### src/rtl/spi_reg_bank.sv
// spi_reg_bank: SPI mode-0 register-file peripheral.
// Frames are MSB first: R/W bit (1 = write), ADDR_W address bits, DATA_W data bits.
// Writes commit on the synchronised nCS rise once exactly FLEN bits have been shifted.
// Optional register readback on CIPO is enabled by defining SPI_REG_BANK_READ_EN.
module spi_reg_bank #(
  parameter int NUM_REGS    = 5,
  parameter int ADDR_W      = 7,
  parameter int DATA_W      = 8,
  parameter int SYNC_STAGES = 2
) (
  input  logic                         clk,
  input  logic                         rst,
  input  logic                         spi_ncs,
  input  logic                         spi_copi,
  input  logic                         spi_sclk,
  output logic                         spi_cipo,
  output logic                         spi_cipo_oe,
  output logic [NUM_REGS*DATA_W-1:0]   regs_out,
  output logic                         wr_strobe,
  output logic [ADDR_W-1:0]            wr_addr,
  output logic                         frame_err,
  output logic                         busy
);

  localparam int FLEN  = 1 + ADDR_W + DATA_W;
  localparam int CNT_W = $clog2(FLEN + 1);
  localparam logic [CNT_W-1:0]  CNT_FULL   = CNT_W'(FLEN);
  localparam logic [ADDR_W:0]   NUM_REGS_A = (ADDR_W + 1)'(NUM_REGS);

  typedef enum logic [1:0] {
    IDLE    = 2'd0,
    SHIFT   = 2'd1,
    WAIT_CS = 2'd2,
    OVERRUN = 2'd3
  } state_t;

  state_t                  state;
  logic [CNT_W-1:0]        bit_cnt;
  logic [FLEN-1:0]         shreg;

  logic [SYNC_STAGES-1:0]  ncs_sync;
  logic [SYNC_STAGES-1:0]  copi_sync;
  logic [SYNC_STAGES-1:0]  sclk_sync;
  logic                    ncs_hist;
  logic                    sclk_hist;

  // Synchronise every SPI input and keep one history flop for edge detection.
  always_ff @(posedge clk) begin
    // NOTE: sequential state uses non-blocking assignments so every flop samples pre-edge values.
    if (rst) begin
      ncs_sync  <= '0;
      copi_sync <= '0;
      sclk_sync <= '0;
      ncs_hist  <= 1'b0;
      sclk_hist <= 1'b0;
    end else begin
      ncs_sync  <= {ncs_sync[SYNC_STAGES-2:0],  spi_ncs};
      copi_sync <= {copi_sync[SYNC_STAGES-2:0], spi_copi};
      sclk_sync <= {sclk_sync[SYNC_STAGES-2:0], spi_sclk};
      ncs_hist  <= ncs_sync[SYNC_STAGES-1];
      sclk_hist <= sclk_sync[SYNC_STAGES-1];
    end
  end

  logic ncs_s, copi_s, sclk_s;
  logic ncs_rise, ncs_fall, sclk_rise;

  assign ncs_s     = ncs_sync[SYNC_STAGES-1];
  assign copi_s    = copi_sync[SYNC_STAGES-1];
  assign sclk_s    = sclk_sync[SYNC_STAGES-1];
  assign ncs_rise  =  ncs_s & ~ncs_hist;
  assign ncs_fall  = ~ncs_s &  ncs_hist;
  // SCLK activity only counts while chip select is asserted.
  assign sclk_rise =  sclk_s & ~sclk_hist & ~ncs_s;

  logic [FLEN-1:0]   shreg_nxt;
  logic [CNT_W-1:0]  cnt_nxt;
  logic              fr_rw;
  logic [ADDR_W-1:0] fr_addr;
  logic [DATA_W-1:0] fr_data;
  logic              addr_hit;

  assign shreg_nxt = {shreg[FLEN-2:0], copi_s};
  assign cnt_nxt   = bit_cnt + CNT_W'(1);
  assign fr_rw     = shreg[FLEN-1];
  assign fr_addr   = shreg[DATA_W +: ADDR_W];
  assign fr_data   = shreg[DATA_W-1:0];
  assign addr_hit  = {1'b0, fr_addr} < NUM_REGS_A;

  // Frame FSM: shifting, length checking, commit and registered status outputs.
  always_ff @(posedge clk) begin
    if (rst) begin
      state     <= IDLE;
      bit_cnt   <= '0;
      shreg     <= '0;
      // NOTE: the register file is cleared by reset because software expects known values at power-up.
      regs_out  <= '0;
      wr_strobe <= 1'b0;
      wr_addr   <= '0;
      frame_err <= 1'b0;
      busy      <= 1'b0;
    end else begin
      wr_strobe <= 1'b0;
      frame_err <= 1'b0;
      case (state)
        IDLE: begin
          if (ncs_fall) begin
            state   <= SHIFT;
            busy    <= 1'b1;
            bit_cnt <= '0;
            shreg   <= '0;
          end
        end
        SHIFT: begin
          if (ncs_rise) begin
            state     <= IDLE;
            busy      <= 1'b0;
            frame_err <= 1'b1;
          end else if (sclk_rise) begin
            shreg   <= shreg_nxt;
            bit_cnt <= cnt_nxt;
            if (cnt_nxt == CNT_FULL) state <= WAIT_CS;
          end
        end
        WAIT_CS: begin
          if (ncs_rise) begin
            state <= IDLE;
            busy  <= 1'b0;
            if (fr_rw && addr_hit) begin
              for (int k = 0; k < NUM_REGS; k++) begin
                if ({1'b0, fr_addr} == (ADDR_W + 1)'(k)) regs_out[k*DATA_W +: DATA_W] <= fr_data;
              end
              wr_strobe <= 1'b1;
              wr_addr   <= fr_addr;
            end
          end else if (sclk_rise) begin
            state <= OVERRUN;
          end
        end
        OVERRUN: begin
          if (ncs_rise) begin
            state     <= IDLE;
            busy      <= 1'b0;
            frame_err <= 1'b1;
          end
        end
        default: begin
          state <= IDLE;
          busy  <= 1'b0;
        end
      endcase
    end
  end

`ifdef SPI_REG_BANK_READ_EN
  localparam logic [CNT_W-1:0] CNT_ADDR = CNT_W'(1 + ADDR_W);

  logic              sclk_fall;
  logic [ADDR_W-1:0] rd_addr;
  logic              rd_is_read;
  logic [DATA_W-1:0] rd_data;
  logic [DATA_W-1:0] shout;

  assign sclk_fall  = ~sclk_s & sclk_hist & ~ncs_s;
  assign rd_addr    = shreg_nxt[ADDR_W-1:0];
  assign rd_is_read = ~shreg_nxt[ADDR_W];

  // Look up the register addressed by the frame being shifted in; unimplemented addresses read 0.
  always_comb begin
    // NOTE: default first so no path leaves rd_data unassigned (which would infer a latch).
    rd_data = '0;
    for (int k = 0; k < NUM_REGS; k++) begin
      if ({1'b0, rd_addr} == (ADDR_W + 1)'(k)) rd_data = regs_out[k*DATA_W +: DATA_W];
    end
  end

  // Readback shifter: load when the address completes, advance on each SCLK fall.
  always_ff @(posedge clk) begin
    if (rst) begin
      shout       <= '0;
      spi_cipo_oe <= 1'b0;
    end else if (ncs_rise || state == IDLE) begin
      shout       <= '0;
      spi_cipo_oe <= 1'b0;
    end else if (state == SHIFT && sclk_rise && cnt_nxt == CNT_ADDR && rd_is_read) begin
      shout       <= rd_data;
      spi_cipo_oe <= 1'b1;
    end else if (spi_cipo_oe && sclk_fall) begin
      shout <= {shout[DATA_W-2:0], 1'b0};
    end
  end

  // The shifter is all-zero whenever it is not driving, so CIPO idles low.
  assign spi_cipo = shout[DATA_W-1];
`else
  assign spi_cipo    = 1'b0;
  assign spi_cipo_oe = 1'b0;
`endif

endmodule
### config.mk
export PLATFORM = sky130hd
export DESIGN_NAME = spi_reg_bank
export DESIGN_NICKNAME = d
export VERILOG_FILES = /design/src/rtl/spi_reg_bank.sv
export SDC_FILE = /design/constraint.sdc
export NUM_CORES = 1
export LEC_CHECK = 0
export CAP_MARGIN = 20
export CORE_MARGIN = 2
export CORE_UTILIZATION = 53
export CTS_BUF_LIST = sky130_fd_sc_hd__clkbuf_8
export DETAILED_ROUTE_END_ITERATION = 8
export GPL_ROUTABILITY_DRIVEN = 0
export HOLD_SLACK_MARGIN = 0.12
export PLACE_DENSITY = 0.81
export SYNTH_ARGS = -nofsm -noshare
export SYNTH_HDL_FRONTEND = slang
export SYNTH_SLANG_ARGS = --single-unit
### constraint.sdc
create_clock -name clk -period 2.3 [get_ports clk]
set_input_delay 0.46 -clock clk [delete_from_list [all_inputs] [get_ports clk]]
set_output_delay 0.46 -clock clk [all_outputs]
set_load 0.1 [all_outputs]
==> run_results.csv, run 1 <==
group,metric,value,unit
clock_network,root_buffer,"clkbuf_8",
job,drv_cap,0,
synthesis,synth_adder_area_share,0.4100,%
worst_setup_path,cp.buffers_inverters,0,
clock_network,cts.clk_slew.worst_paths,0.08,ns
synthesis,synth-simple-area-share,19.02,%
drt,viasPerCell,5.138,
timing,max_slew_margin,57.81,%
clock_network,cts_tree,"yes",
worst_setup_path,timing.rr.start,"state[1]",
global_route,track_usage,20.32,%
worst_setup_path,cp_num_cells,5,
synthesis,netlist_area,0.003052,sq mm
drt,drc,0,
synthesis,yosys.area.top_type,"dfxtp_1",
timing,worstMarginPinSlew,0.6328,ns
hold_path,hp-start,"copi_sync[0]",
drt,finalWirelength,5873,microns
synthesis,synth.most_common_cell,"dfxtp_1",
floorplanning,io-pin-count,57,
worst_setup_path,required,2.54,ns
worst_setup_path,worstReg2RegEnd,"regs_out[39]",
global_route,antenna_found_initial,0,
layout,fin_area,0.003737,sq mm
floorplanning,fp-row-count,27,
outcome,status,"complete, no violations",
worst_setup_path,critPathMaxFanout,9,
synthesis,synthArstFlopShare,0,%
worst_setup_path,r2r_slack,0.33,ns
timing,setup_viol,0,
place,port-buffer-count,54,
layout,num-nets-final,355,
layout,diodes,0,
hold_path,hold_depth,1,
layout,stdcell_count,426,
worst_setup_path,critPathMaxStageDelay,0.68,ns
global_route,grt_overflow,0,
synthesis,seq_area_frac_synth,53.14,%
worst_setup_path,end_kind,"flip-flop",
floorplanning,die-area,0.006381,sq mm
clock_network,cts_buffers,9,
clock_network,clk_latency,0.35,ns
floorplanning,core-area,0.005540,sq mm
timing,rsz0062_at_grt,"no",
synthesis,netlist.area_leader.share,53.14,%
place,placed_cells,410,
place,dpl-instance-area,0.003522,sq mm
drt,vias,2189,
power,p_int,2104,uW
power,p_sw_share,24.50,%
worst_setup_path,worstPathCellList,"nand3b_1 > nand4b_2 > or4b_4 > mux2i_1 > nor2_1",
hold_path,holdPathEnd,"copi_sync[1]",
drt,drt_pass1_iterations,4,
drt,avgRoutedWirePerCell,13.79,microns
layout,drive_gt1_share,22.88,%
hold_path,hp-class,"reg2reg",
synthesis,synth_mux_area_share,19.35,%
global_route,grt_pass1_vias,2100,
place,hpwl,3953,microns
synthesis,synth-compound-area-share,3.198,%
synthesis,ys_ff_latch,81,
global_route,grt_first_pass_wirelength,9936,microns
clock_network,h-tree-depth,3,
power,p_comb_share,8.6,%
clock_network,ctsResizeCount,0,
worst_setup_path,r2r_cells,5,
worst_setup_path,path_delay_family,"simple AND/OR/NAND/NOR gates",
clock_network,hold_buffers,0,
worst_setup_path,path_class,"reg2reg",
power,power.density,745.8,mW/mm^2
synthesis,synthXorXnorAreaFrac,1.148,%
layout,area_growth,22.47,%
clock_network,ctsLongestPathBuffers,2,
timing,fin_setup_tns,0,ns
timing,drv_slew,0,
synthesis,synthFlopType,"dfxtp_1",
synthesis,synth_warnings,0,
floorplanning,die_w,79.88,microns
synthesis,synth_top_family_by_area,"multiplexers",
power,pwr-share-seq,52.8,%
clock_network,clock-sinks,81,
layout,fin_util,67.46,%
synthesis,avgSynthCellArea,10.31,sq um
drt,postRouteAntennaNets,0,
layout,fill_cells,441,
power,power_switching,682.8,uW
power,clockPowerShare,38.7,%
timing,min_period,1.971,ns
synthesis,yosysUniqueCellTypes,38,
synthesis,syn_inst,296,
timing,final_hold_viol_count,0,
synthesis,yosys-top-cells-count,"dfxtp_1, nor2_1, mux2i_1",
timing,skew,0.01127,ns
clock_network,postCtsSetupBuffers,0,
power,p_leak,0.001616,uW
worst_setup_path,worstPathArrival,2.21,ns
synthesis,synth_area_leaders,"dfxtp_1, mux2i_1, nor2_1",
timing,max_freq,507.2,MHz
global_route,grt_max_degree,33,
power,ir_drop,453.1,uV
floorplanning,start_util,55.08,%
floorplanning,chipHeight,79.88,microns
timing,finalCritPeriodShare,85.71,%
drt,drt_iter0_markers,83,
worst_setup_path,cp-start-kind,"flip-flop",
synthesis,synth-edff-count,0,
worst_setup_path,crit_slowest_cell,"or4b_4",
routing by layer:
metal / vias up / track usage (%) / share of wire (%)
met5: - / 0 / 0
met4: 0 / 9.831 / 1.9
met3: 12 / 6.787 / 6.3
met2: 51 / 30.00 / 44
met1: 1031 / 26.59 / 48
li1: 1095 / - / -
registers in the layout (all words and copies together), names as in the netlist, 2 cells and up:
register   count
ncs_sync       2
state          2
regs_out      40
wr_addr        7
sclk_sync      2
shreg         16
bit_cnt        5
copi_sync      2
logic make-up after synthesis:
kind of cell	count (synthesis)
buffers and inverters	23
DFF	81
and+or+nand+nor	112
other	1
AOI/OAI and AO/OA	15
muxes	59
adders and majority gates	1
xor gates and xnor gates	4
layout make-up:
cell class,instances,area [sq um],area share (%)
Clock inverter,4,50.05,1.339
Sequential cell,81,1622,43.39
Timing Repair Buffer,61,462.9,12.39
Tap cell,72,90.09,2.410
Inverter,3,11.26,0.3013
Multi-Input combinational cell,193,1336,35.75
Clock buffer,12,165.2,4.419
cells in the final DEF (no fill, tap or decap), types with 2 or more instances in the layout:
| cell | Yosys | layout |
|---|---|---|
| dfxtp_1 | 81 | 81 |
| nor2_1 | 66 | 66 |
| mux2i_1 | 59 | 59 |
| buf_4 | 3 | 57 |
| clkbuf_8 | 0 | 12 |
| nor2b_1 | 11 | 11 |
| nand2b_1 | 5 | 5 |
| o21ai_0 | 4 | 4 |
| and2_1 | 4 | 4 |
| nand2_1 | 4 | 4 |
| a21oi_1 | 4 | 4 |
| nand3_1 | 4 | 4 |
| nand3b_1 | 3 | 3 |
| inv_1 | 3 | 3 |
| clkdlybuf4s50_1 | 0 | 3 |
| nor3_1 | 2 | 2 |
| nor3b_1 | 2 | 2 |
| nor4b_2 | 0 | 2 |
| xor2_1 | 2 | 2 |
| xnor2_1 | 2 | 2 |
| or4_1 | 2 | 2 |
| conb_1 | 1 | 2 |
| clkinvlp_4 | 0 | 2 |
power by group through the flow:
stage | registers [uW] | logic (uW) | clock network, uW
after floorplan | 1490 | 210 | 0
after global placement | 1500 | 233 | 0
after detailed placement | 1500 | 235 | 0
after CTS | 1470 | 237 | 1110
after global routing | 1480 | 262 | 1170
final | 1470 | 239 | 1080
per-stage QoR:
stage                     worst slack [ns]  hold slack [ns]  power, uW
after CTS                           0.3163           0.4456       2819
after global routing                0.1679           0.4710       2915
final                               0.3286           0.4411       2787
after detailed placement            0.3257           0.4285       1739
after floorplan                     0.5056           0.4138       1705
after global placement              0.4142           0.4274       1733
how the worst max path moves through the flow:
stage / endpoint / start / slack, ns
floorplan: regs_out[32] / shreg[11] / 0.51
global placement: regs_out[37] / state[1] / 0.41
detailed placement: regs_out[33] / state[1] / 0.33
CTS: regs_out[36] / state[1] / 0.32
global route: regs_out[38] / state[1] / 0.17
finish: regs_out[39] / state[1] / 0.33
Power figures use the tool's default switching activity.
==> run 2: changes to the inputs <==
--- a/config.mk
+++ b/config.mk
@@ -5,6 +5,7 @@
 export SDC_FILE = /design/constraint.sdc
 export NUM_CORES = 1
 export LEC_CHECK = 0
+export ABC_CLOCK_PERIOD_IN_PS = 2300
 export CAP_MARGIN = 20
 export CORE_MARGIN = 2
 export CORE_UTILIZATION = 53
==> results of run 2 <==
The final DEF is identical to that of run 1; final timing and power are the same.
==> run 3: changes to the inputs <==
--- a/config.mk
+++ b/config.mk
@@ -14,6 +14,7 @@
 export GPL_ROUTABILITY_DRIVEN = 0
 export HOLD_SLACK_MARGIN = 0.12
 export PLACE_DENSITY = 0.81
+export SLEW_MARGIN = 20
 export SYNTH_ARGS = -nofsm -noshare
 export SYNTH_HDL_FRONTEND = slang
 export SYNTH_SLANG_ARGS = --single-unit
==> results of run 3 <==
The final DEF is identical to that of run 1; final timing and power are the same.
